--- src/rtl/data_mem_if_if.sv ---
// data_mem_if_if: load/store request, response and RAM port bundle.
// master = core side, slave = adapter side, ram = byte-write RAM side.
interface data_mem_if_if #(
  parameter int ADDR_WIDTH = 32
) ();
  logic                  req_valid;
  logic                  req_ready;
  logic                  req_we;
  logic [1:0]            req_size;
  logic                  req_unsigned;
  logic [ADDR_WIDTH-1:0] req_addr;
  logic [31:0]           req_wdata;
  logic                  rsp_valid;
  logic [31:0]           rsp_rdata;
  logic                  rsp_err;
  logic [3:0]            mem_we;
  logic [ADDR_WIDTH-1:0] mem_addr;
  logic [31:0]           mem_di;
  logic [31:0]           mem_dout;

  modport master (
    output req_valid, req_we, req_size,
    output req_unsigned, req_addr, req_wdata,
    input  req_ready, rsp_valid, rsp_rdata, rsp_err
  );

  modport slave (
    input  req_valid, req_we, req_size,
    input  req_unsigned, req_addr, req_wdata,
    output req_ready, rsp_valid, rsp_rdata, rsp_err,
    output mem_we, mem_addr, mem_di,
    input  mem_dout
  );

  modport ram (
    input  mem_we, mem_addr, mem_di,
    output mem_dout
  );
endinterface

--- src/rtl/data_mem_if.sv ---
// data_mem_if: load/store adapter for a 4x8 byte-write RAM with
// registered read. Ports: clk, rstn (async low), bus (slave modport:
// req_*/rsp_* core channel, mem_* RAM port). One request in flight,
// IDLE->ISSUE->CAPTURE. `define DATA_MEM_IF_MISALIGN_CHK_EN enables
// misalign/illegal-size errors; otherwise offsets are masked.
module data_mem_if #(
  parameter int ADDR_WIDTH = 32
) (
  input logic          clk,
  input logic          rstn,
  data_mem_if_if.slave bus
);

  typedef enum logic [1:0] {
    IDLE,
    ISSUE,
    CAPTURE
  } state_e;

  state_e                state_q, state_d;
  logic [1:0]            off_q, off_d;
  logic [1:0]            size_q, size_d;
  logic                  uns_q, uns_d;
  logic                  we_q, we_d;
  logic                  err_q, err_d;
  logic [3:0]            mem_we_q, mem_we_d;
  logic [ADDR_WIDTH-1:0] mem_addr_q, mem_addr_d;
  logic [31:0]           mem_di_q, mem_di_d;
  logic                  rsp_valid_q, rsp_valid_d;
  logic [31:0]           rsp_rdata_q, rsp_rdata_d;
  logic                  rsp_err_q, rsp_err_d;

  logic [1:0]  req_off;
  logic [1:0]  req_size;
  logic        req_err;
  logic [3:0]  req_be;
  logic [31:0] req_di;

  always_comb begin
    req_off  = bus.req_addr[1:0];
    req_size = bus.req_size;
    req_err  = 1'b0;
`ifdef DATA_MEM_IF_MISALIGN_CHK_EN
    unique case (bus.req_size)
      2'b00:   req_err = 1'b0;
      2'b01:   req_err = req_off[0];
      2'b10:   req_err = |req_off;
      default: req_err = 1'b1;
    endcase
`else
    // size 11 behaves as word; low offset bits are ignored
    if (req_size == 2'b11) req_size = 2'b10;
    if (req_size == 2'b01) req_off[0] = 1'b0;
    if (req_size == 2'b10) req_off = 2'b00;
`endif
    unique case (req_size)
      2'b00: begin
        req_be = 4'b0001 << req_off;
        req_di = {4{bus.req_wdata[7:0]}};
      end
      2'b01: begin
        req_be = 4'b0011 << req_off;
        req_di = {2{bus.req_wdata[15:0]}};
      end
      default: begin
        req_be = 4'b1111;
        req_di = bus.req_wdata;
      end
    endcase
    if (!bus.req_we || req_err) req_be = 4'b0000;
  end

  logic [7:0]  ld_byte;
  logic [15:0] ld_half;
  logic [31:0] ld_data;

  always_comb begin
    ld_byte = bus.mem_dout[{off_q, 3'b000} +: 8];
    ld_half = off_q[1] ? bus.mem_dout[31:16]
                       : bus.mem_dout[15:0];
    unique case (size_q)
      2'b00:   ld_data = {{24{~uns_q & ld_byte[7]}},
                          ld_byte};
      2'b01:   ld_data = {{16{~uns_q & ld_half[15]}},
                          ld_half};
      default: ld_data = bus.mem_dout;
    endcase
  end

  always_comb begin
    state_d     = state_q;
    off_d       = off_q;
    size_d      = size_q;
    uns_d       = uns_q;
    we_d        = we_q;
    err_d       = err_q;
    mem_we_d    = mem_we_q;
    mem_addr_d  = mem_addr_q;
    mem_di_d    = mem_di_q;
    rsp_valid_d = 1'b0;
    rsp_rdata_d = '0;
    rsp_err_d   = 1'b0;
    unique case (state_q)
      IDLE: begin
        if (bus.req_valid) begin
          off_d      = req_off;
          size_d     = req_size;
          uns_d      = bus.req_unsigned;
          we_d       = bus.req_we;
          err_d      = req_err;
          mem_we_d   = req_be;
          mem_addr_d = {bus.req_addr[ADDR_WIDTH-1:2], 2'b00};
          mem_di_d   = req_di;
          state_d    = ISSUE;
        end
      end
      ISSUE: begin
        mem_we_d = 4'b0000;
        state_d  = CAPTURE;
      end
      CAPTURE: begin
        rsp_valid_d = 1'b1;
        rsp_err_d   = err_q;
        rsp_rdata_d = (we_q || err_q) ? 32'h0 : ld_data;
        state_d     = IDLE;
      end
      default: state_d = IDLE;
    endcase
  end

  always_ff @(posedge clk or negedge rstn) begin
    if (!rstn) begin
      state_q     <= IDLE;
      off_q       <= '0;
      size_q      <= '0;
      uns_q       <= 1'b0;
      we_q        <= 1'b0;
      err_q       <= 1'b0;
      mem_we_q    <= '0;
      mem_addr_q  <= '0;
      mem_di_q    <= '0;
      rsp_valid_q <= 1'b0;
      rsp_rdata_q <= '0;
      rsp_err_q   <= 1'b0;
    end else begin
      state_q     <= state_d;
      off_q       <= off_d;
      size_q      <= size_d;
      uns_q       <= uns_d;
      we_q        <= we_d;
      err_q       <= err_d;
      mem_we_q    <= mem_we_d;
      mem_addr_q  <= mem_addr_d;
      mem_di_q    <= mem_di_d;
      rsp_valid_q <= rsp_valid_d;
      rsp_rdata_q <= rsp_rdata_d;
      rsp_err_q   <= rsp_err_d;
    end
  end

  assign bus.req_ready = (state_q == IDLE);
  assign bus.rsp_valid = rsp_valid_q;
  assign bus.rsp_rdata = rsp_rdata_q;
  assign bus.rsp_err   = rsp_err_q;
  assign bus.mem_we    = mem_we_q;
  assign bus.mem_addr  = mem_addr_q;
  assign bus.mem_di    = mem_di_q;

endmodule

--- src/flat_wrapper.sv ---
// flat-port wrapper written by rule: the top's interface ports become plain ports
module data_mem_if_flat 
#(
  parameter int ADDR_WIDTH = 32
)
  (clk, rstn, bus_req_valid, bus_req_we, bus_req_size, bus_req_unsigned, bus_req_addr, bus_req_wdata, bus_req_ready, bus_rsp_valid, bus_rsp_rdata, bus_rsp_err, bus_mem_we, bus_mem_addr, bus_mem_di, bus_mem_dout);
  data_mem_if_if #(.ADDR_WIDTH(ADDR_WIDTH)) bus_i ();
  input logic clk;
  input logic rstn;
  input wire logic [$bits(bus_i.req_valid)-1:0] bus_req_valid;
  input wire logic [$bits(bus_i.req_we)-1:0] bus_req_we;
  input wire logic [$bits(bus_i.req_size)-1:0] bus_req_size;
  input wire logic [$bits(bus_i.req_unsigned)-1:0] bus_req_unsigned;
  input wire logic [$bits(bus_i.req_addr)-1:0] bus_req_addr;
  input wire logic [$bits(bus_i.req_wdata)-1:0] bus_req_wdata;
  output wire logic [$bits(bus_i.req_ready)-1:0] bus_req_ready;
  output wire logic [$bits(bus_i.rsp_valid)-1:0] bus_rsp_valid;
  output wire logic [$bits(bus_i.rsp_rdata)-1:0] bus_rsp_rdata;
  output wire logic [$bits(bus_i.rsp_err)-1:0] bus_rsp_err;
  output wire logic [$bits(bus_i.mem_we)-1:0] bus_mem_we;
  output wire logic [$bits(bus_i.mem_addr)-1:0] bus_mem_addr;
  output wire logic [$bits(bus_i.mem_di)-1:0] bus_mem_di;
  input wire logic [$bits(bus_i.mem_dout)-1:0] bus_mem_dout;
  assign bus_i.req_valid = bus_req_valid;
  assign bus_i.req_we = bus_req_we;
  assign bus_i.req_size = bus_req_size;
  assign bus_i.req_unsigned = bus_req_unsigned;
  assign bus_i.req_addr = bus_req_addr;
  assign bus_i.req_wdata = bus_req_wdata;
  assign bus_req_ready = bus_i.req_ready;
  assign bus_rsp_valid = bus_i.rsp_valid;
  assign bus_rsp_rdata = bus_i.rsp_rdata;
  assign bus_rsp_err = bus_i.rsp_err;
  assign bus_mem_we = bus_i.mem_we;
  assign bus_mem_addr = bus_i.mem_addr;
  assign bus_mem_di = bus_i.mem_di;
  assign bus_i.mem_dout = bus_mem_dout;
  data_mem_if #(.ADDR_WIDTH(ADDR_WIDTH)) u_core (.clk(clk), .rstn(rstn), .bus(bus_i));
endmodule
--- config.mk ---
export PLATFORM = sky130hd
export DESIGN_NAME = data_mem_if_flat
export DESIGN_NICKNAME = d
export VERILOG_FILES = /design/src/rtl/data_mem_if_if.sv /design/src/rtl/data_mem_if.sv /design/src/flat_wrapper.sv
export SDC_FILE = /design/constraint.sdc
export NUM_CORES = 1
export LEC_CHECK = 0
export CELL_PAD_IN_SITES_DETAIL_PLACEMENT = 1
export CELL_PAD_IN_SITES_GLOBAL_PLACEMENT = 1
export CORE_MARGIN = 5
export CORE_UTILIZATION = 28
export DETAILED_ROUTE_END_ITERATION = 10
export GPL_TIMING_DRIVEN = 0
export PLACE_DENSITY = 0.77
export SLEW_MARGIN = 20
export SYNTH_ARGS = -nofsm -noshare
export SYNTH_HDL_FRONTEND = slang
export SYNTH_SLANG_ARGS = --single-unit
--- constraint.sdc ---
create_clock -name clk -period 1.5 [get_ports clk]
set_clock_uncertainty 0.1 [all_clocks]
set_input_delay 0.3 -clock clk [delete_from_list [all_inputs] [get_ports clk]]
set_output_delay 0.3 -clock clk [all_outputs]
set_load 0.005 [all_outputs]
=== Word level (Yosys, flattened, before mapping) ===
Cells that the tools add are included.

* Bits of input ports: 103
* Register bits: 107
* Word-level logic and storage cells: 44

* Shifts and indexed selects: 3
* Muxes and demuxes: 15
* Bitwise gates (word level): 3
* Reductions and logical operators: 6
* Equal/unequal tests: 7

{| class="wikitable"
|+ Operators by type and width
! operator !! number
|-
| 32-bit one-hot mux with 2 select lines || 2
|-
| 32-bit 2-to-1 mux || 2
|-
| 32-bit by 6-bit indexed part select with 8-bit output || 1
|-
| 16-bit 2-to-1 mux || 1
|-
| 4-bit one-hot mux with 2 select lines || 2
|-
| 4-bit 2-to-1 mux || 2
|-
| 2-bit by 1-bit equality test with 1-bit output, second input constant || 3
|-
| 2-bit equality test, second input constant || 3
|-
| 2-bit zero test || 3
|-
| 2-bit 2-to-1 mux || 3
|-
| 2-bit one-hot mux with 2 select lines || 1
|-
| 2-bit AND reduction || 2
|-
| 1-bit by 2-bit left shift with 4-bit output, first input constant || 1
|-
| 2-bit by 2-bit left shift with 4-bit output, first input constant || 1
|-
| 1-bit AND || 2
|-
| 1-bit 2-to-1 mux || 2
|-
| 2-bit != test, second input constant || 1
|-
| 2-bit nonzero test || 1
|-
| 1-bit inverter || 1
|}

=== Longest topological paths before layout ===
Gate-level depths: netlist of run 1.

* Depth in word-level cells: 10
* Depth in mapped cells: 7

=== Worst setup path before layout of run 1 ===
No wires, ideal clock.

* Path type: reg-to-reg
* Start point: register u_core.size_q[0]
* End point: register u_core.rsp_rdata_q[10], in the netlist u_core.bus.rsp_rdata[10]
* Arrival time: 1.416 ns
* Stages on the path, launching flop included: 6
* Library setup time: 0.094 ns
* Path slack: -0.110 ns
* Cells stage by stage: dfrtp_1 -> buf_6 -> or3b_4 -> o22ai_4 -> a21oi_4 -> a221oi_2

* Cells in the longest elaborated chain, start to end: 4
* Elaborated cells on any way between the ends: 5
* Classes of those cells: eq/ne (1); mux (3); reduce/logical (1)

{| class="wikitable"
|+ RTL lines
! what !! line !! text
|-
| start: declaration || data_mem_if.sv:22 || <nowiki>logic [1:0] size_q, size_d;</nowiki>
|-
| start signal: assignment || data_mem_if.sv:148 || <nowiki>size_q <= size_d;</nowiki>
|-
| 2-bit by 1-bit equality test with 1-bit output / 2-bit zero test (equally long branches) || data_mem_if.sv:81 || <nowiki>unique case (size_q)</nowiki>
|-
| 32-bit one-hot mux with 2 select lines * || data_mem_if.sv:81 ||
|-
| 32-bit 2-to-1 mux * || data_mem_if.sv:124 || <nowiki>rsp_rdata_d = (we_q || err_q) ? 32'h0 : ld_data;</nowiki>
|-
| 32-bit 2-to-1 mux * || data_mem_if.sv:103 || <nowiki>unique case (state_q)</nowiki>
|-
| named net u_core.rsp_rdata_d[10] || data_mem_if.sv:30 || <nowiki>logic [31:0] rsp_rdata_q, rsp_rdata_d;</nowiki>
|-
| end signal: assignment || data_mem_if.sv:156 || <nowiki>rsp_rdata_q <= rsp_rdata_d;</nowiki>
|-
| end: declaration || data_mem_if.sv:30 ||
|}

Mark *: on every way through the listed nets, which the timed path passes. The rest lies on a longest branch.
A chain may end at the register's enable or synchronous reset.

=== Worst setup path after layout of run 1 ===
* Start point: register u_core.size_q[1]
* End point: register u_core.rsp_rdata_q[13], in the netlist u_core.bus.rsp_rdata[13]

Same word-level chain as after synthesis.

==> key figures, run 1 <==
Drt
  • Post-DRT Antenna Nets: 0
  • Iteration-0 DRC Markers: roughly 150
  • DRC Markers: 0
  • Detailed-route via count: 4,476
  • Detailed Routing Iterations Pass 1: 4
  • Via density: roughly 4.7
  • Routed length per instance: 18.7 µm
  • Final wirelength: approximately 18,000 µm

Timing
  • Post-layout min period: ~1700 ps
  • Achievable frequency: ~600 MHz
  • Setup slack after layout: -213 ps
  • Fin. max-slew vios: 0
  • Final period util: 114%
  • Final setup violating endpoints: between 40 and 50
  • RSZ-0062 raised after global routing: yes
  • Hold Vio Cnt, Final: 0

Clock network
  • TritonCTS buffer count: 9
  • CTS tree: built
  • Clk buf depth: 2
  • Reg clk slew, reported paths: 70 ps
  • CTS root buf: clkbuf_16
  • Worst-Skew Late Latency: 350 ps
  • Sink Count: roughly 110
  • # H-tree levels: 3

Floorplanning
  • Row cnt: 47
  • Initial Util: 28.4%
  • Ports: between 200 and 250
  • Core region area: ~17,000 µm²
  • Die Ht: approximately 140 µm
  • Total Die Area: a little under 20,000 µm²
  • Die width: between 100 and 150 µm

Placed design
  • Dpl ws: -717 ps
  • Placed cell area: approximately 7000 µm²
  • Post-DP HPWL: 13,300 µm
  • Post-placement cell count: approximately 910
  • GPL Wtd Cong: a little over 0.8
  • IO buf count: slightly above 200

Critical path
  • CP Data Arrival Time: between 1500 and 2000 ps
  • Crit path max fanout: 7
  • Crit path launch: u_core.size_q[1]$_DFFE_PN0P_
  • CP required: 1640 ps
  • CP endpoint kind: flop
  • Setup crit start kind: flop
  • Critical path class: flop to flop
  • Crit Reg-Reg Startpoint: u_core.size_q[1]$_DFFE_PN0P_

Cells and area
  • Utilization after layout: a little under half
  • Final Cell Area: around 7900 µm²
  • Fin cells: 960
  • NumNets Final: around 840
  • Inserted Diodes: 0
  • Layout area overhead: 69.0%
  • Share of cells above drive strength 1: approximately 21%
  • FILL cells: roughly 1,800

Synth
  • Synthesized area: ~4700 µm²
  • Seq/Total Area, Yosys: 57.1%
  • Post-synth top area share: 57.1%
  • Post-Syn Instances: between 400 and 500
  • Main area contributors after synthesis: dfrtp_1 (57%), nand2_1 (15%), mux2i_1 (5.3%)
  • Synth area leader: dfrtp_1
  • Post-synth cell types: ~40
  • Post-synthesis register bit count: 107
  • Avg Inst Size Synth: between 9 and 10 µm²
  • Yosys warns: 0

GRT
  • First-pass GRT wire length: approximately 28,000 µm
  • Congestion Overflow GR: 0
  • Largest net degree at the start of global routing: slightly above 60
  • Vias in the first global route: between 5,000 and 6,000
  • Initial antenna violation count: 1
  • Total Routing Usage GR: ~18%

Pwr
  • Design Power: between 9 and 10 mW
  • Logic pwr share: about a third
  • Static leakage: between 4 and 5 nW
  • Clock network power share: a little over a quarter
  • Peak VDD IR: 574 µV
  • NetSw: 2.86 mW
  • Sequential power share: about two fifths
  • Int Power: ~6.4 mW
  • Power Density: around 1200 nW/µm²
  • Sw frac: 31.0%

Status
  • Failing checks: negative setup slack
  • Status: finished with violations

Min path
  • Worst Hold Launch: u_core.bus.mem_addr[15]$_DFFE_PN0P_
  • Hold Path Class: flop to flop

Flow run
  • Max Cap Viol: 0
final timing paths:
path,end,slack [ps],cells past startpoint
worst max register to register,u_core.bus.rsp_rdata[13]$_DFF_PN0_,-210,4
worst max-delay path,u_core.bus.rsp_rdata[13]$_DFF_PN0_,-210,4
worst min register to register,u_core.bus.mem_addr[15]$_DFFE_PN0P_,370,2
min in group asynchronous,u_core.bus.rsp_rdata[16]$_DFF_PN0_,390,2
max in group asynchronous,u_core.bus.mem_addr[13]$_DFFE_PN0P_,240,3
worst min-delay path,u_core.bus.mem_addr[15]$_DFFE_PN0P_,370,2
cells by family (layout without fill, tap and decap cells):
logic type             count (synthesis)  after routing  share of synthesized area, %
AO/OA/AOI/OAI                         70             70                          10.8
AND/OR/NAND/NOR                      233            234                          20.3
buffers and inverters                 44            293                          4.46
multiplexers                          33             33                          7.31
flip-flops                           107            107                          57.1
other                                  1              3                        0.0800
metal layers:
metal | up-vias | wire (µm) | track usage, %
met4 | 2 | 488 | 6.64
met2 | 153 | 9000 | 31.5
met1 | 2204 | 7150 | 21.3
li1 | 2088 | - | -
met5 | - | 7 | 0
met3 | 29 | 1270 | 4.94
synth_stat cells, drive strengths merged:
library cell,count
mux2,7
buf,17
nand3,1
a211oi,1
a21oi,10
conb,1
dfrtp,107
nor3,4
a221oi,8
and3,1
nand3b,1
or3b,2
clkbuf,15
inv,12
or3,1
o21ai,40
a222oi,7
nand2b,1
o21bai,1
o211ai,1
nor2b,2
nand2,199
o22ai,2
mux2i,26
and2,1
nor2,20
area by class of cell:
| type | instances | area [µm²] | share of cell area [%] |
|---|---|---|---|
| multi-input cells | 340 | 2040 | 25.7 |
| plain buffers | 30 | 312 | 3.93 |
| repair buffers | 235 | 2260 | 28.5 |
| inverters | 12 | 47.5 | 0.600 |
| clock buffers | 14 | 294 | 3.71 |
| flip-flops and latches | 107 | 2680 | 33.8 |
| well taps | 220 | 275 | 3.47 |
| clock inverters | 2 | 16.3 | 0.205 |
power by group through the flow:
stage | Sequential [mW] | Combinational, mW | Clock (mW)
finish | 3.71 | 3.07 | 2.44
global route | 3.78 | 3.36 | 2.62
CTS | 3.72 | 2.92 | 2.52
detailed placement | 3.79 | 2.87 | 0
global placement | 3.76 | 2.77 | 0
floorplan | 3.78 | 1.04 | 0
placed cells by master, fill, tap and decap left out, types with 4 or more instances in the layout:
| cell | instances |
|---|---|
| mux2_2 | 4 |
| o21ai_2 | 9 |
| nor2_1 | 17 |
| clkbuf_8 | 6 |
| nand2_1 | 167 |
| nand2_2 | 27 |
| mux2i_1 | 22 |
| clkdlybuf4s50_1 | 100 |
| o21ai_1 | 27 |
| buf_6 | 21 |
| dfrtp_1 | 106 |
| buf_4 | 25 |
| buf_8 | 5 |
| a221oi_2 | 8 |
| a222oi_1 | 7 |
| dlygate4sd2_1 | 99 |
| clkbuf_16 | 11 |
| a21oi_1 | 8 |
| inv_1 | 9 |
| nand2_4 | 6 |
flip-flops by register name (all words and copies together), names as in the netlist:
signal                flops
u_core.bus.rsp_rdata     32
u_core.size_q             2
u_core.we_q               1
u_core.bus.mem_addr      30
u_core.uns_q              1
u_core.bus.rsp_valid      1
u_core.bus.mem_we         4
u_core.off_q              2
u_core.state_q            2
u_core.bus.mem_di        32
repair_timing:
action / CTS / global route
gates resized for setup: 178 / 86
setup endpoints to repair: 205 / 102
pin swaps: 17 / 28
setup buffers: 17 / 10
gates cloned: 2 / 3
hold buffers: 1 / 0
endpoints found under the hold margin: 47 / 0
through the flow:
stage	hold slack, ps	TNS, ps
2_1_floorplan	-95.6	-1240
3_3_place_gp	358	-483890
3_5_place_dp	180	-50070
4_1_cts	369	-4300
5_1_grt	394	-7930
6_report	369	-4510
worst max-delay path, cell delays in order, from the launching register on:
cell and delay [ps]:
dfrtp_2 440, or3_4 390, o22ai_4 240, a21oi_4 150, a221oi_2 300
(Power assumes the default switching activity.)
==> inputs of run 2 (changes only) <==
--- a/config.mk
+++ b/config.mk
@@ -11,7 +11,7 @@
 export CORE_UTILIZATION = 28
 export DETAILED_ROUTE_END_ITERATION = 10
 export GPL_TIMING_DRIVEN = 0
-export PLACE_DENSITY = 0.77
+export PLACE_DENSITY = 0.74
 export SLEW_MARGIN = 20
 export SYNTH_ARGS = -nofsm -noshare
 export SYNTH_HDL_FRONTEND = slang
==> run 2 against run 1 <==
  * Largest power group unchanged
  * Clock-buffer cell count decreased by 2
  * Die area unchanged
  * Routed wire length increased by 2.4%
  * Critical path depth increased by 3
  * Largest cell class unchanged
  * Highest routed layer is now met4
  * First-iteration DRC count decreased by 8.9%
  * Combinational power increased by 2%
  * Non-clock buffer count increased by 4
  * The run still ends with negative setup slack left
==> key figures, run 2 (synthesized netlist as in run 1, its figures left out) <==
Status
  • Status: finished with violations
  • Failing checks: negative setup slack

Placed design
  • Placed cell area: between 7000 and 8000 µm²
  • Post-DP HPWL: roughly 13,000 µm
  • GPL Wtd Cong: approximately 0.83
  • IO buf count: 202
  • Post-placement cell count: around 910

Flow run
  • Max Cap Viol: 0

Critical path
  • Critical path buffer and inverter count: 3
  • Most used cell, CP: buf_6
  • Crit Reg-Reg Startpoint: u_core.off_q[1]$_DFFE_PN0P_
  • Crit path max-delay family: buffers and inverters
  • R2R cell count: 7
  • Setup crit start kind: flop
  • CP Data Arrival Time: 1880 ps
  • Critical path class: flop to flop
  • Worst-path cell chain: buf_6 -> mux2i_4 -> o22ai_4 -> buf_6 -> o21ai_4 -> clkbuf_16 -> nand2_2
  • Slowest stage delay, CP: ~350 ps
  • CP max-delay cell: dfrtp_1
  • CP required: 1640 ps
  • CP endpoint kind: flop
  • Reg2reg setup slack: -240 ps
  • Worst reg2reg path endpoint: u_core.bus.rsp_rdata[25]$_DFF_PN0_
  • Crit path max fanout: 7

Pwr
  • Peak VDD IR: around 520 µV
  • Power Density: roughly 1100 nW/µm²
  • Design Power: around 9.0 mW
  • Static leakage: ~4.0 nW

Floorplanning
  • Initial Util: 28.4%
  • Die Ht: roughly 140 µm
  • Die width: around 140 µm
  • Row cnt: 47
  • Total Die Area: ~19,000 µm²
  • Core region area: roughly 17,000 µm²
  • Ports: about 210

Clock network
  • # H-tree levels: 3
  • CTS root buf: clkbuf_16
  • TritonCTS buffer count: 9
  • CTS tree: built
  • Sink Count: between 100 and 150
  • Worst-Skew Late Latency: about 350 ps
  • Clk buf depth: 2
  • Reg clk slew, reported paths: around 70 ps

Drt
  • Post-DRT Antenna Nets: 0
  • DRC Markers: 0
  • Detailed Routing Iterations Pass 1: 4
  • Via density: around 4.7
  • Final wirelength: between 15,000 and 20,000 µm
  • Detailed-route via count: between 4,000 and 5,000
  • Routed length per instance: about 19 µm
  • Iteration-0 DRC Markers: around 130

GRT
  • First-pass GRT wire length: ~28,000 µm
  • Congestion Overflow GR: 0
  • Vias in the first global route: between 5,000 and 6,000
  • Largest net degree at the start of global routing: 65
  • Total Routing Usage GR: 18.3%
  • Initial antenna violation count: 0

Cells and area
  • Most frequent cells in the layout: nand2_1 (174), dfrtp_1 (106), dlygate4sd2_1 (101)
  • Final Cell Area: 7920 µm²
  • Layout area overhead: 68.9%
  • NumNets Final: 841
  • Inserted Diodes: 0
  • Share of cells above drive strength 1: slightly above 20%
  • Most common cell after layout, fill and taps aside: nand2_1
  • FILL cells: 1,845
  • Fin cells: 962

Timing
  • Final Hold Slack: approximately 360 ps
  • Achievable frequency: between 500 and 600 MHz
  • Setup slack after layout: -242 ps
  • Post-layout min period: approximately 1700 ps
  • RSZ-0062 raised after global routing: yes
  • Final setup violating endpoints: 34
  • Hold Vio Cnt, Final: 0
  • Fin. max-slew vios: 0
  • Final period util: 116%

Min path
  • Hold Path Class: primary input to async pin
==> run 2: cell count changes in the layout (fill, tap and decap cells not counted), moves of 3 or more <==
cell      before  now
clkinv_2       0    3
nand2_1      167  174
clkbuf_8       6    2
buf_4         25   30
nand2_2       27   21
==> run 2: what timing repair did <==
action,in CTS,in global routing
cloned,2,3
hold endpoints to repair,43,0
setup buffers,22,14
hold buffers,1,0
pin swaps,21,14
resized for setup,189,63
endpoints found under the setup margin,205,99
==> run 2: cell type report <==
class	instances	area (µm²)	area share [%]
timing repair buffer	240	2330	29.4
tap	220	275	3.48
multi-input combinational	339	2040	25.8
buffer	29	283	3.57
clock inverter	3	15.0	0.190
clock buffer	12	246	3.11
sequential	107	2680	33.8
inverter	12	50.0	0.632
==> run 2: routing by layer <==
| metal | up-vias | part of all wire (%) | track usage [%] |
|---|---|---|---|
| li1 | 2091 | - | - |
| met1 | 2206 | 39 | 21.5 |
| met2 | 153 | 52 | 31.8 |
| met3 | 30 | 6.7 | 5.01 |
| met4 | 0 | 2.6 | 7.31 |
| met5 | - | 0 | 0 |
==> run 2: worst max path at each step <==
stage	start	endpoint	slack [ps]	cells past startpoint
after floorplan	u_core.size_q[0]$_DFFE_PN0P_	u_core.bus.rsp_rdata[10]$_DFF_PN0_	-110	5
after global placement	rstn	u_core.bus.mem_di[20]$_DFFE_PN0P_	-4200	1
after detailed placement	bus_req_size[1]	u_core.bus.mem_di[30]$_DFFE_PN0P_	-750	6
after CTS	u_core.size_q[0]$_DFFE_PN0P_	u_core.bus.rsp_rdata[8]$_DFF_PN0_	-210	5
after global routing	u_core.off_q[1]$_DFFE_PN0P_	u_core.bus.rsp_rdata[20]$_DFF_PN0_	-320	7
final	u_core.off_q[1]$_DFFE_PN0P_	u_core.bus.rsp_rdata[25]$_DFF_PN0_	-240	7
==> run 2: through the flow <==
step                      utilization, %  setup TNS (ps)  setup slack [ps]
after global placement              42.4         -493090             -4200
after CTS                           46.2           -4640              -206
after floorplan                        -           -1240              -106
after detailed placement            42.6          -49600              -750
after global routing                47.9           -8650              -317
final                               47.9           -6140              -242
==> run 2: power by group <==
group          leakage (nW)  internal, mW  switching, mW
combinational          2.53          1.63           1.51
clock                 0.132          1.16           1.04
sequential             1.38          3.41          0.292
total                  4.04          6.20           2.84
